File: config.mk
export PLATFORM = sky130hd
export DESIGN_NAME = photo_sensor_array
export DESIGN_NICKNAME = d
export VERILOG_FILES = /design/src/rtl/photo_pkg.sv /design/src/rtl/photo_chan.sv /design/src/rtl/photo_sensor_array.sv
export SDC_FILE = /design/constraint.sdc
export NUM_CORES = 1
export LEC_CHECK = 0
export ABC_AREA = 1
export BUFFER_PORTS_ARGS = -buffer_cell sky130_fd_sc_hd__buf_2
export CAP_MARGIN = 5
export CORE_ASPECT_RATIO = 2
export CORE_UTILIZATION = 63
export DETAILED_ROUTE_END_ITERATION = 8
export GPL_ROUTABILITY_DRIVEN = 0
export PLACE_DENSITY = 0.91
export SLEW_MARGIN = 10
export SYNTH_ARGS = -nofsm -noshare
export SYNTH_HDL_FRONTEND = slang
export SYNTH_HIERARCHICAL = 1
export SYNTH_SLANG_ARGS = --single-unit
File: constraint.sdc
create_clock -name clk -period 4.4 [get_ports clk]
set_input_delay 0.22 -clock clk [delete_from_list [all_inputs] [get_ports clk]]
set_output_delay 0.22 -clock clk [all_outputs]
set_load 0.03 [all_outputs]
File: src/rtl/photo_pkg.sv
// photo_pkg: shared defaults and width helpers for the photo-interrupter front end.
//   DEF_DEB_CYCLES     - default debounce length (stable samples to accept a change)
//   DEF_CNT_W          - default event-counter width
//   DEF_STRETCH_CYCLES - default LED stretch after the debounced level falls
//   deb_cnt_w()        - width of the per-channel debounce counter
//   stretch_cnt_w()    - width of the per-channel stretch counter (never below 1)
package photo_pkg;

  localparam int DEF_DEB_CYCLES     = 1000;
  localparam int DEF_CNT_W          = 16;
  localparam int DEF_STRETCH_CYCLES = 0;

  function automatic int deb_cnt_w(input int deb_cycles);
    return $clog2(deb_cycles + 1);
  endfunction

  // A zero stretch still needs a 1-bit counter so the logic stays uniform.
  function automatic int stretch_cnt_w(input int stretch_cycles);
    return (stretch_cycles < 1) ? 1 : $clog2(stretch_cycles + 1);
  endfunction

endpackage

File: src/rtl/photo_chan.sv
// photo_chan: one photo-interrupter channel.
//   clk, rst  - clock, asynchronous active-high reset
//   sensor    - raw asynchronous sensor line (high = beam interrupted)
//   clr_cnt   - clears the event counter (wins over a same-cycle event)
//   irq_ack   - clears the sticky interrupt flag
//   level     - debounced sensor state
//   led       - level plus stretch
//   irq       - sticky event flag
//   cnt       - saturating count of level rises
module photo_chan
  import photo_pkg::*;
#(
  parameter int CNT_W          = DEF_CNT_W,
  parameter int DEB_CYCLES     = DEF_DEB_CYCLES,
  parameter int STRETCH_CYCLES = DEF_STRETCH_CYCLES
) (
  input  logic             clk,
  input  logic             rst,
  input  logic             sensor,
  input  logic             clr_cnt,
  input  logic             irq_ack,
  output logic             level,
  output logic             led,
  output logic             irq,
  output logic [CNT_W-1:0] cnt
);

  localparam int DEB_W = deb_cnt_w(DEB_CYCLES);
  localparam int ST_W  = stretch_cnt_w(STRETCH_CYCLES);

  localparam logic [DEB_W-1:0] DEB_LAST = DEB_W'(DEB_CYCLES - 1);
  localparam logic [ST_W-1:0]  ST_LOAD  = ST_W'(STRETCH_CYCLES);

  logic             sync_q1;
  logic             sync;
  logic [DEB_W-1:0] deb_cnt;
  logic             level_d;
  logic             evt;
  logic [ST_W-1:0]  stretch_cnt;

  // Two-flop synchroniser for the asynchronous sensor line.
  // NOTE: sequential state uses non-blocking assignments so every flop samples
  // pre-edge values; blocking here would collapse the two stages into one.
  always_ff @(posedge clk or posedge rst) begin
    if (rst) begin
      sync_q1 <= 1'b0;
      sync    <= 1'b0;
    end else begin
      sync_q1 <= sensor;
      sync    <= sync_q1;
    end
  end

  // Debounce: count consecutive samples that disagree with level; the
  // DEB_CYCLES-th disagreeing sample flips level.
  always_ff @(posedge clk or posedge rst) begin
    if (rst) begin
      deb_cnt <= '0;
      level   <= 1'b0;
    end else if (sync == level) begin
      deb_cnt <= '0;
    end else if (deb_cnt == DEB_LAST) begin
      deb_cnt <= '0;
      level   <= ~level;
    end else begin
      deb_cnt <= deb_cnt + DEB_W'(1);
    end
  end

  // Rising-edge detect on the debounced level.
  always_ff @(posedge clk or posedge rst) begin
    if (rst) level_d <= 1'b0;
    else     level_d <= level;
  end

  assign evt = level & ~level_d;

  // Saturating event counter; clear has priority over a coincident event.
  always_ff @(posedge clk or posedge rst) begin
    if (rst)                     cnt <= '0;
    else if (clr_cnt)            cnt <= '0;
    else if (evt && (cnt != '1)) cnt <= cnt + CNT_W'(1);
  end

  // Sticky flag: a set wins over a same-cycle ack so no event is lost.
  always_ff @(posedge clk or posedge rst) begin
    if (rst)          irq <= 1'b0;
    else if (evt)     irq <= 1'b1;
    else if (irq_ack) irq <= 1'b0;
  end

  // Stretch counter is held at full load while level is high and drains
  // once it falls; a re-rise simply reloads it.
  always_ff @(posedge clk or posedge rst) begin
    if (rst)                     stretch_cnt <= '0;
    else if (level)              stretch_cnt <= ST_LOAD;
    else if (stretch_cnt != '0)  stretch_cnt <= stretch_cnt - ST_W'(1);
  end

  assign led = level | (|stretch_cnt);

endmodule

File: src/rtl/photo_sensor_array.sv
// photo_sensor_array: N_CH independent photo-interrupter channels.
//   clk, rst  - clock, asynchronous active-high reset
//   sensor    - raw sensor lines, one per channel
//   clr_cnt   - clears all event counters
//   irq_ack   - per-channel interrupt acknowledge
//   cnt_sel   - channel whose counter is shown on cnt_out
//   level     - debounced states
//   led       - stretched LED drives
//   irq       - sticky per-channel event flags
//   irq_any   - OR of irq
//   cnt_out   - registered count of channel cnt_sel (0 when out of range)
module photo_sensor_array
  import photo_pkg::*;
#(
  parameter int N_CH           = 4,
  parameter int CNT_W          = DEF_CNT_W,
  parameter int DEB_CYCLES     = DEF_DEB_CYCLES,
  parameter int STRETCH_CYCLES = DEF_STRETCH_CYCLES,
  parameter int SEL_W          = (N_CH > 1) ? $clog2(N_CH) : 1
) (
  input  logic             clk,
  input  logic             rst,
  input  logic [N_CH-1:0]  sensor,
  input  logic             clr_cnt,
  input  logic [N_CH-1:0]  irq_ack,
  input  logic [SEL_W-1:0] cnt_sel,
  output logic [N_CH-1:0]  level,
  output logic [N_CH-1:0]  led,
  output logic [N_CH-1:0]  irq,
  output logic             irq_any,
  output logic [CNT_W-1:0] cnt_out
);

  localparam int N_SEL = 2 ** SEL_W;

  // One entry per selector code so the mux index never leaves the array.
  logic [CNT_W-1:0] cnt_arr [N_SEL];

  for (genvar i = 0; i < N_SEL; i++) begin : g_ch
    if (i < N_CH) begin : g_live
      logic [CNT_W-1:0] chan_cnt;

      photo_chan #(
        .CNT_W          (CNT_W),
        .DEB_CYCLES     (DEB_CYCLES),
        .STRETCH_CYCLES (STRETCH_CYCLES)
      ) u_chan (
        .clk     (clk),
        .rst     (rst),
        .sensor  (sensor[i]),
        .clr_cnt (clr_cnt),
        .irq_ack (irq_ack[i]),
        .level   (level[i]),
        .led     (led[i]),
        .irq     (irq[i]),
        .cnt     (chan_cnt)
      );

      assign cnt_arr[i] = chan_cnt;
    end else begin : g_pad
      // NOTE: unused selector codes are tied to zero explicitly, so the mux
      // below is fully specified for every cnt_sel value and nothing latches.
      assign cnt_arr[i] = '0;
    end
  end

  always_ff @(posedge clk or posedge rst) begin
    if (rst) cnt_out <= '0;
    else     cnt_out <= cnt_arr[cnt_sel];
  end

  assign irq_any = |irq;

endmodule

# Yosys cells after proc, flatten, opt, wreduce, memory -nomap -nowiden
# Index checks and enable logic that the tools add are counted.
[word_totals]
regBits = 144
in_bits = 13
word_cells = 131
[classes]
add_sub_neg = 12
magnitude_cmp = 1
eq_ne = 12
n_mux = 35
bitwise_logic = 21
n_reduce_logical = 17
[ops]
columns = ["operator", "count"]
rows = [
  ["$mux W16", 10],
  ["$mux W10", 8],
  ["$add A16 B1 Y16 const B", 4],
  ["$ne A16 B16 Y1 const B", 4],
  ["$add A10 B1 Y10 const B", 4],
  ["$eq A10 B10 Y1 const B", 4],
  ["$bmux W16 S2", 1],
  ["$mux W1", 16],
  ["$reduce_bool A2 Y1", 8],
  ["$not A1 Y1", 12],
  ["$reduce_and A2 Y1", 4],
  ["$and A1 B1 Y1", 4],
  ["$eq A1 B1 Y1", 4],
  ["$logic_and A1 B1 Y1", 4],
  ["$or A1 B1 Y1", 4],
  ["$reduce_or A4 Y1", 1],
  ["$sub A1 B1 Y1 const B", 4],
  ["$ge A3 B3 Y1 const B", 1],
  ["$not A2 Y3", 1],
]

# Longest topological paths before layout
[logic_depth]
ltp_word = 5
ltp_mapped = 10
ltp_nobuf = 9

# Cells and area by module
# The synthesis kept the hierarchy.
[modules_own_cells]
columns = ["module", "n_inst", "cells_per_inst", "area_per_inst_um2", "seq_area_each_um2"]
rows = [
  ["photo_chan", 4, 237, 1719.1, 775.7],
  ["photo_sensor_array", 1, 208, 1221.2, 400.4],
]

# Least setup slack after synthesis
# No wires, ideal clock.
[synth_path]
path_kind = "register to register"
startpoint = "register g_ch[0].g_live.u_chan.cnt[0]"
endpoint = "register g_ch[0].g_live.u_chan.cnt[12]"
setup_ps = 66
arrival_ps = 1401
path_slack_ps = 2934
stages_incl_launch_ff = 10
n_path_buf = 1
synth_period_minus_slack_ps = 1466
cell_sequence = "dfrtp_1 ha_1 nand2_2 nor2_4 nand2_4 nor2_4 nor2_2 buf_2 nand4_1 nand2_1"
[synth_between]
elab_chain_cells = 3
word_cells_on_any_way = 6
cone_classes = "add/sub: 1; eq/ne: 1; mux: 2; reduce/logical: 2"
[synth_rtl]
columns = ["item", "line_no", "source"]
rows = [
  ["start, declared", "photo_chan.sv:25", "output logic [CNT_W-1:0] cnt"],
  ["start signal, assigned", "photo_chan.sv:82", "else if (evt && (cnt != '1)) cnt <= cnt + CNT_W'(1);"],
  ["$add A16 B1 Y16 or $ne A16 B16 Y1 (tied branches)", "photo_chan.sv:82", ""],
  ["$mux W16 or $logic_and A1 B1 Y1 (tied branches)", "photo_chan.sv:82", ""],
  ["$mux W16 or $reduce_bool A2 Y1 (tied branches)", "n/a", ""],
]
# Parallel ways exist; a longest one is shown, timed or not. The select of a mux whose other input is x is not followed.
# A chain may end at the register's enable or synchronous reset.

# Worst setup path after layout
[layout_path]
startpoint = "register g_ch[2].g_live.u_chan.cnt[0]"
endpoint = "register g_ch[2].g_live.u_chan.cnt[14]"
[layout_between]
elab_chain_cells = 3
word_cells_on_any_way = 6
cone_classes = "add/sub: 1; eq/ne: 1; mux: 2; reduce/logical: 2"
[layout_rtl]
columns = ["item", "line_no"]
rows = [
  ["start, declared", "photo_chan.sv:25"],
  ["start signal, assigned", "photo_chan.sv:82"],
  ["$add A16 B1 Y16 or $ne A16 B16 Y1 (tied branches)", "photo_chan.sv:82"],
  ["$mux W16 or $logic_and A1 B1 Y1 (tied branches)", "photo_chan.sv:82"],
  ["$mux W16 or $reduce_bool A2 Y1 (tied branches)", "n/a"],
]
# Parallel ways exist; a longest one is shown, timed or not. The select of a mux whose other input is x is not followed.

==> reports/metrics.yaml <==
status: "finished, final reports clean"
xor_xnor_share_of_the_synthesized_area_pct: 1.73
portion_of_the_post_synthesis_area_used_by_sequential_elements_pct: 43.3
layout_common_cells: "nand2_1, inv_1, nor2_1, dfrtp_1, nand3_1"
ant_nets: 0
remaining_max_slew_budget_at_the_tightest_pin_pct: 55.2
post-place-cells: 1325
area_growth_pct: 11.6
final_min_period_over_clock_period_pct: 44.1
fillers: 942
layout.cells.most_common: "nand2_1"
core-area_um2: 12600
post_synth_mux_area_share_pct: 0
synth-adder-area-share_pct: 1.24
synth.top_cell.area_share_pct: 43.3
num_vias: 7895
timing.clock.skew_ns: 0.00857
crit_arrival_ns: 2.26
grt_antenna_before_repair: 0
clk_transition_reported_paths_ns: 0.06
max_cap_viol: 0
drc: 0
max_vdd_drop_mv: 0.303
combinational_family_with_the_most_area_after_synthesis: "simple AND/OR/NAND/NOR gates"
viasPerCell: 5.78
cts_inserted_buffers: 17
clock_sinks: 140
floorplan.io_pins: 42
tritoncts_clock_tree: "done"
clock_tree.root_cell: "clkbuf_16"
slew_viol_final: 0
initial_core_util_pct: 64.5
timing_hold_violations_final: 0
postRouteWirelength_um: 21000
grt_start_max_net_pins: 34
die-width_um: 82.2
synth_area_leaders: "dfrtp_1, nand2_1, inv_1, nor2_1, nand3_1"
fin_nets: 1224
num_antenna_cells: 0
drtIter0Drc: 764
cts.path.max_buffers: 2
grt_pass1_wl_um: 34700
regToRegStartpoint: "g_ch[2].g_live.u_chan/cnt[0]"
final_layout_size_suffix_gt1_share_pct: 10.4
synth_seq_cells: 140
die_area_um2: 13300
syn_inst: 1156
end_kind: "flop"
timing.final.setup_violations: 0
max_freq_mhz: 516
gr-total-overflow: 0
multiInputGateArea_um2: 3710
post_dp_hpwl_um: 14400
htree_num_levels: 4
fin_setup_tns_ns: 0
syn_avg_cell_area_um2: 7.00
synth_top_area_cell: "dfrtp_1"
dr.pass1.iters: 6
yosys.area_share.simple_pct: 40.3
leakagePower_nw: 4.56
grt_pass1_vias: 7681
worstPathMaxFanout: 13
synth_warnings: 6
worstSetupStartpointType: "flop"
grt_usage_pct: 34.8
placementRows: 58
rsz0062_at_grt: "no"
numPortBuffers: 41
drt-wirelength-per-cell_um: 15.4
least_margin_pin_slew_ns: 0.671
postSynth.topFlopCell: "dfrtp_1"
synth_fp_nets: 1177
hold_class: "in2reg"
synth_compound_area_share_pct: 2.60
dieHeight_um: 162
syn-cell-area_um2: 8100
critPathLaunch: "g_ch[2].g_live.u_chan/cnt[0]"
worstSetupPathType: "reg2reg"
cts.repair.resized: 0
seqCellArea_um2: 3500
hold_path_startpoint: "cnt_sel[1]"
p_per_area_nw_per_um2: 333
netlist-cell-type-count: 25
final_cells: 1365
clock_insertion_delay_at_the_later_pin_of_the_skew_report_ns: 0.43
clock_period_minus_final_worst_setup_slack_ns: 1.94
synth_enable_flop_cells: 0
synthArstFlopShare_pct: 100
cp.required_ns: 4.72
-- synth_stat cells (10+ instances only) --
cell and number:
buf_6 10, nor2_1 154, nand3_1 108, nand4_1 40, nor3_1 20, inv_2 21
a21oi_1 12, inv_1 157, dfrtp_1 140, nand2_1 389, nor2_4 16, o21ai_1 16
-- layout make-up --
type,instances,share of cell area [%]
inverters,179,7.46
flip-flops and latches,140,38.8
clock inverters,13,2.10
well taps,150,2.08
repair buffers,54,3.60
multi-input cells,811,41.1
clock buffers,18,4.86
-- worst paths after layout --
kind / slack (ns) / endpoint / depth (start not counted)
setup / recovery: 2.46 / g_ch[2].g_live.u_chan/cnt[14] / 9
min in group asynchronous: 0.32 / g_ch[2].g_live.u_chan/cnt[13] / 3
hold reg to reg: 0.35 / g_ch[2].g_live.u_chan/sync / 0
hold / removal: 0.22 / cnt_out[6] / 3
setup reg to reg: 2.46 / g_ch[2].g_live.u_chan/cnt[14] / 9
max in group asynchronous: 3.47 / g_ch[2].g_live.u_chan/cnt[15] / 4
-- registers in the layout, indices dropped and copies added, names as in the netlist --
name                        flops
g_ch.g_live.u_chan/deb_cnt     40
g_ch.g_live.u_chan/cnt         64
g_ch.g_live.u_chan/irq          4
cnt_out                        16
g_ch.g_live.u_chan/level        4
g_ch.g_live.u_chan/level_d      4
g_ch.g_live.u_chan/sync         4
g_ch.g_live.u_chan/sync_q1      4
-- metal layers --
layer  vias to the layer above  track usage (%)  wire length, um
met5                         -                0                0
li1                       3681                -                -
met4                         0             27.3             1600
met3                       158             12.2             1630
met1                      3629             32.9             6740
met2                       427             58.6            11000
-- what timing repair did --
item / 4_1_cts / 5_1_grt
hold buffers: 9 / 0
buffers inserted: 0 / 0
endpoints found under the hold margin: 122 / 0
-- power breakdown --
group	internal, mW	switching, mW
Sequential	1.31	0.0138
Clock	0.964	0.560
Combinational	0.0420	0.122
Total	2.32	0.696
-- metrics by stage --
stage               hold WS (ns)  power [mW]  cell area [um2]  util (%)  worst slack, ns
finish                     0.220        3.01             9030      72.0             2.46
global route               0.231        3.11             9030      72.0             2.39
CTS                        0.197        3.03             9030      72.0             2.54
detailed placement         0.204        1.50             8320      66.2             2.58
global placement           0.194        1.50             8320      66.2             2.58
floorplan                  0.134        1.46             8100         -             2.93
-- critical path, stage by stage (launching register included) --
cell	delay (ns)
dfrtp_1	0.41
ha_1	0.25
nand2_2	0.12
nor2_4	0.07
nand2_4	0.08
nor2_4	0.04
nor2_2	0.51
nor2_4	0.18
nand2_1	0.11
nand2_1	0.06
-- cell families after synthesis --
logic type / after synthesis
AND/OR/NAND/NOR: 747
AO/OA/AOI/OAI: 40
XOR/XNOR: 16
adder cells (fa/ha/maj): 8
flip-flops: 140
buffers and inverters: 205
No activity file was read; power rests on OpenSTA's default activity.
